===== config.mk =====
export PLATFORM = sky130hd
export DESIGN_NAME = object_draw_scanner
export DESIGN_NICKNAME = d
export VERILOG_FILES = /design/src/rtl/object_draw_scanner.sv
export SDC_FILE = /design/constraint.sdc
export NUM_CORES = 1
export LEC_CHECK = 0
export CORE_UTILIZATION = 45
export DETAILED_ROUTE_END_ITERATION = 10
export PLACE_DENSITY_LB_ADDON = 0.25
export SETUP_SLACK_MARGIN = 0.15
export SYNTH_ARGS = -nofsm -noshare
export SYNTH_HDL_FRONTEND = slang
export SYNTH_HIERARCHICAL = 1
export SYNTH_SLANG_ARGS = --single-unit

===== constraint.sdc =====
create_clock -name clk -period 6.1 [get_ports clk]
set_clock_uncertainty 0.05 [all_clocks]
set_input_delay 1.83 -clock clk [delete_from_list [all_inputs] [get_ports clk]]
set_output_delay 1.83 -clock clk [all_outputs]
set_load 0.01 [all_outputs]

===== src/rtl/object_draw_scanner.sv =====
// object_draw_scanner: per-frame shadow of the object table, a 2-stage per-pixel
// hit pipeline (lowest index wins) and per-frame player-vs-object overlap reporting.

// Per-object hit test and sprite-local offsets. This block is purely combinational.
module object_draw_scanner_lane #(
  parameter int W = 11
) (
  input  logic [W-1:0] x,
  input  logic [W-1:0] y,
  input  logic [W-1:0] width,
  input  logic [W-1:0] height,
  input  logic [W-1:0] pixel_x,
  input  logic [W-1:0] pixel_y,
  output logic         hit,
  output logic [W-1:0] off_x,
  output logic [W-1:0] off_y
);
  // The end coordinates use one extra bit, so a sprite near the right or bottom edge does not wrap.
  logic [W:0] x_end, y_end;
  logic       in_x, in_y;

  assign x_end = {1'b0, x} + {1'b0, width};
  assign y_end = {1'b0, y} + {1'b0, height};
  assign in_x  = (pixel_x >= x) && ({1'b0, pixel_x} < x_end);
  assign in_y  = (pixel_y >= y) && ({1'b0, pixel_y} < y_end);
  assign hit   = (width != '0) && (height != '0) && in_x && in_y;
  assign off_x = pixel_x - x;
  assign off_y = pixel_y - y;
endmodule

module object_draw_scanner #(
  parameter int NUM_OBJ = 3,
  parameter int W       = 11
) (
  input  logic                            clk,
  input  logic                            resetN,
  input  logic                            frame_start,
  input  logic [0:NUM_OBJ-1][0:4][0:W-1]  object_table,
  input  logic                            pixel_valid,
  input  logic [W-1:0]                    pixelX,
  input  logic [W-1:0]                    pixelY,
  output logic                            drawing_request,
  output logic [$clog2(NUM_OBJ)-1:0]      hit_index,
  output logic [W-1:0]                    img_id,
  output logic [W-1:0]                    offset_x,
  output logic [W-1:0]                    offset_y,
  output logic                            collision,
  output logic [$clog2(NUM_OBJ)-1:0]      collision_index
);
  localparam int IW = $clog2(NUM_OBJ);

  logic [0:NUM_OBJ-1][0:4][0:W-1] shadow;

  logic [NUM_OBJ-1:0]          lane_hit;
  logic [NUM_OBJ-1:0][W-1:0]   lane_ox, lane_oy;

  logic                        valid_s1;
  logic [NUM_OBJ-1:0]          hit_s1;
  logic [NUM_OBJ-1:0][W-1:0]   ox_s1, oy_s1;

  logic                        win_hit;
  logic [IW-1:0]               win_idx;
  logic                        ov_any;
  logic [IW-1:0]               ov_idx;
  logic                        ov;
  logic                        sticky;

  // Latch the whole table at frame start; the table stays frozen for the rest of the frame.
  always_ff @(posedge clk or negedge resetN)
    if (!resetN)          shadow <= '0;
    else if (frame_start) shadow <= object_table;

  for (genvar g = 0; g < NUM_OBJ; g++) begin : g_lane
    object_draw_scanner_lane #(.W(W)) u_lane (
      .x       (shadow[g][1]),
      .y       (shadow[g][2]),
      .width   (shadow[g][3]),
      .height  (shadow[g][4]),
      .pixel_x (pixelX),
      .pixel_y (pixelY),
      .hit     (lane_hit[g]),
      .off_x   (lane_ox[g]),
      .off_y   (lane_oy[g])
    );
  end

  // Stage 1: register the valid bit, the per-object hits and the per-object offsets.
  always_ff @(posedge clk or negedge resetN)
    if (!resetN) begin
      valid_s1 <= 1'b0;
      hit_s1   <= '0;
      ox_s1    <= '0;
      oy_s1    <= '0;
    end else begin
      valid_s1 <= pixel_valid;
      hit_s1   <= lane_hit;
      ox_s1    <= lane_ox;
      oy_s1    <= lane_oy;
    end

  // Lowest-index priority encode, for drawing and for the overlapping non-player object.
  always_comb begin
    win_hit = 1'b0;
    win_idx = '0;
    ov_any  = 1'b0;
    ov_idx  = '0;
    for (int i = NUM_OBJ - 1; i >= 0; i--)
      if (hit_s1[i]) begin
        win_hit = 1'b1;
        win_idx = IW'(i);
      end
    for (int i = NUM_OBJ - 1; i >= 1; i--)
      if (hit_s1[i]) begin
        ov_any = 1'b1;
        ov_idx = IW'(i);
      end
    ov = valid_s1 && hit_s1[0] && ov_any;
  end

  // Stage 2: registered draw outputs. All fields are zero when nothing is drawn.
  always_ff @(posedge clk or negedge resetN)
    if (!resetN) begin
      drawing_request <= 1'b0;
      hit_index       <= '0;
      img_id          <= '0;
      offset_x        <= '0;
      offset_y        <= '0;
    end else if (valid_s1 && win_hit) begin
      drawing_request <= 1'b1;
      hit_index       <= win_idx;
      img_id          <= shadow[win_idx][0];
      offset_x        <= ox_s1[win_idx];
      offset_y        <= oy_s1[win_idx];
    end else begin
      drawing_request <= 1'b0;
      hit_index       <= '0;
      img_id          <= '0;
      offset_x        <= '0;
      offset_y        <= '0;
    end

  // Overlap accumulation. An overlap seen on the frame_start cycle counts toward the ending frame.
  always_ff @(posedge clk or negedge resetN)
    if (!resetN) begin
      sticky          <= 1'b0;
      collision       <= 1'b0;
      collision_index <= '0;
    end else begin
      if (ov && !sticky) collision_index <= ov_idx;
      if (frame_start) begin
        collision <= sticky || ov;
        sticky    <= 1'b0;
      end else begin
        collision <= 1'b0;
        if (ov) sticky <= 1'b1;
      end
    end
endmodule


==> summary.md <==
| Metric | Value |
|---|---|
| Largest net degree at the start of global routing | `110` |
| Number of synthesized flops with an enable pin | `0` |
| Gpl congestion | `0.862` |
| Diodes inserted | `0` |
| Via density | `about 5.5` |
| Number of port buffers | `229` |
| Row count | `71` |
| Synth Area in Simple Gates | `0.107` |
| Final #Nets | `2255` |
| Post-synthesis mux area share | `0.110` |
| Die Height | `197 um` |
| CTS Buffer Depth | `3` |
| Later-pin clock latency in the skew report | `0.54 ns` |
| CTS root buf | `clkbuf_16` |
| Layout area overhead | `23.1%` |
| Cells after Synth | `1627` |
| Worst Setup Path Type | `primary input to flop` |
| Layout cell share with drive strength beyond 1 | `0.146` |
| Pre-CTS setup slack | `1.31 ns` |
| Number of gates resized after CTS | `0` |
| Max cap viols | `0` |
| All-Layer GR Usage | `0.235` |
| Worst-path clk slew | `0.06 ns` |
| Initial DRC count | `about 640` |
| Initial Utilization | `0.456` |
| Main combinational cell family by area after synthesis | `adder cells` |
| Pleak | `roughly 9.4 nW` |
| Synth Area in Adders | `0.154` |
| Top cells by area, synth | `dfrtp_1 (40%), ha_1 (14%), mux2_2 (11%)` |
| Tcrit/Tclk final | `0.695` |
| Final antenna-violating net count | `0` |
| Core area | `between 0.03 and 0.04 sq mm` |
| Synth async-reset ratio | `1.00` |
| Hold Vio Cnt, Final | `0` |
| Wire per inst | `18.9 um` |
| Post-synth top area share | `0.401` |
| Worst slew pin tran | `1.02 ns` |
| Post-synthesis register bit count | `275` |
| Avg Cell Area, Syn | `10.5 sq um` |
| Achievable Freq | `between 0.2 and 0.25 GHz` |
| IO Pins | `230` |
| Vias in the first global route | `13200` |
| Crit. End Element | `flop` |
| Storage cell area | `a little under 0.007 sq mm` |
| Critical Path AT | `4.61 ns` |
| Relative max-transition margin | `0.319` |
| First-pass GRT wire length | `71.2 mm` |
| Tmin final | `4.24 ns` |
| Power Density | `301 mW/mm^2` |
| First-pass DRT Iterations | `5` |
| CTS tree | `built` |
| Multi-input logic area | `0.00958 sq mm` |
| Setup TNS Final | `0 ns` |
| Unrepaired setup endpoints after global routing | `false` |
| Count leader, synth | `dfrtp_1` |
| Post-DP HPWL | `approximately 34 mm` |
| Post-synth top area cell | `dfrtp_1` |
| Die Width | `197 um` |
| Final core occ | `0.562` |
| Post-CTS Hold Buffers | `0` |
| Mapped Area | `roughly 0.017 sq mm` |
| DRC Markers | `0` |
| Yosys Warn Count | `6` |
| Worst setup SP type | `primary input` |
| Top cells by instance count after synthesis | `dfrtp_1 (275), ha_1 (192), mux2_2 (165), inv_1 (131), nand2_1 (121)` |
| Worst Path Required | `6.47 ns` |
| Final setup fails | `0` |
| # fillers | `3260` |
| Outcome | `finished, final reports clean` |
| Number of setup buffers added after CTS | `0` |
| Synth Area in XOR/XNOR | `0.0409` |
| Die ar. | `~0.039 sq mm` |
| Top FF cell, synth | `dfrtp_1` |
| Initial antenna violation count | `0` |
| Total Power | `6.36 mW` |
| Peak supply drop | `0.000155 V` |
| Complex-gate fraction of the synthesized area | `0.146` |
| H-Tree Depth | `2` |
| CTS Buf Count | `34` |
| Post-synthesis net count | `2022` |
| GRT overflow | `0` |
| Routed Wire Length | `between 40 and 50 mm` |
| Critical Path Fanout Max | `8` |
| CTS Sinks | `275` |
| Final worst setup slack | `1.86 ns` |
| Via count | `between 10000 and 15000` |
| Slew Viols, Final | `0` |
| Hold Path Class | `flop to flop` |
| Yosys cell types | `69` |
| Post-synthesis sequential area ratio | `0.401` |
==> final cells by class <==
class | instances | share of cell area
Clock inverter | 12 | 0.00711
Tap cell | 511 | 0.0303
Timing Repair Buffer | 238 | 0.113
Sequential cell | 275 | 0.326
Multi-Input combinational cell | 1180 | 0.454
Inverter | 131 | 0.0233
Clock buffer | 47 | 0.0469
==> where the power goes <==
| part | switching [mW] | internal (mW) | leakage, nW | total [mW] |
|---|---|---|---|---|
| clock | 0.805 | 1.26 | 0.560 | 2.07 |
| combinational | 1.08 | 0.941 | 5.55 | 2.02 |
| sequential | 0.173 | 2.09 | 3.30 | 2.27 |
| total | 2.06 | 4.30 | 9.41 | 6.36 |
==> per-layer routing <==
layer  vias to the layer above  track usage  wire, um
met5                         -            0         0
met3                        89       0.0379      2230
met2                       347        0.356     19800
li1                       6360            -         -
met4                         0       0.0902      1420
met1                      6463        0.336     21900
==> worst max-delay path: stages <==
cell and delay, ns:
clkdlybuf4s50_1 0.69, ha_1 0.56, nor2b_1 0.16, o22ai_1 0.08, a2111oi_0 0.63, o41ai_1 0.34, nor4_1 0.32
==> worst paths after layout <==
path / from / slack (ns) / cells after the start / to
min reg2reg: shadow[106]$_DFFE_PN0P_ / 0.46 / 1 / shadow[106]$_DFFE_PN0P_
max: pixelX[10] / 1.86 / 7 / hit_s1[2]$_DFF_PN0_
min: shadow[106]$_DFFE_PN0P_ / 0.46 / 1 / shadow[106]$_DFFE_PN0P_
min in group asynchronous: resetN / 1.29 / 1 / shadow[2]$_DFFE_PN0P_
max reg2reg: shadow[143]$_DFFE_PN0P_ / 2.01 / 15 / hit_s1[0]$_DFF_PN0_
max in group asynchronous: resetN / 3.47 / 2 / hit_s1[1]$_DFF_PN0_
==> kinds of logic after synthesis <==
kind of cell             after synthesis
multiplexers                         167
XOR/XNOR                              80
flip-flops                           275
AO/OA/AOI/OAI                        345
AND/OR/NAND/NOR                      384
adder cells (fa/ha/maj)              204
buffers and inverters                172
==> sequential cells by signal, summed over array words and instances (netlist names) <==
name and flops:
collision 1, collision_index 2, drawing_request 1, hit_index 2
hit_s1 3, img_id 11, offset_x 11, offset_y 11
ox_s1 33, oy_s1 33, shadow 165, sticky 1
valid_s1 1
==> through the flow <==
stage / cell area [sq um] / hold WS (ns) / std cells
after CTS: 21100 / 0.458 / 2394
after global placement: 20000 / 0.439 / 2335
final: 21100 / 0.457 / 2394
after floorplan: 17100 / 0.429 / 1627
after detailed placement: 20000 / 0.445 / 2335
after global routing: 21100 / 0.465 / 2394
==> layout by cell type, fill, tap and decap left out, types with 8 or more instances in the layout <==
cell and instances:
dfrtp_1 275, clkdlybuf4s50_1 227, ha_1 192, mux2_2 165, inv_1 131, nand2_1 121, a21oi_1 97, nor2_1 96
xnor2_1 46, o21ai_0 36, clkbuf_16 35, xor2_1 34, a311oi_2 29, nor2b_1 28, nor3_1 27, nor4_1 24
nand3_1 24, o21ai_1 24, a21o_1 22, o21a_1 19, nand2b_1 18, nand4_1 15, o31ai_1 13, a211oi_1 12
fa_1 12, o211ai_1 11, or4_1 9, o31a_1 8, buf_4 8
No activity file was read; power rests on OpenSTA's default activity.
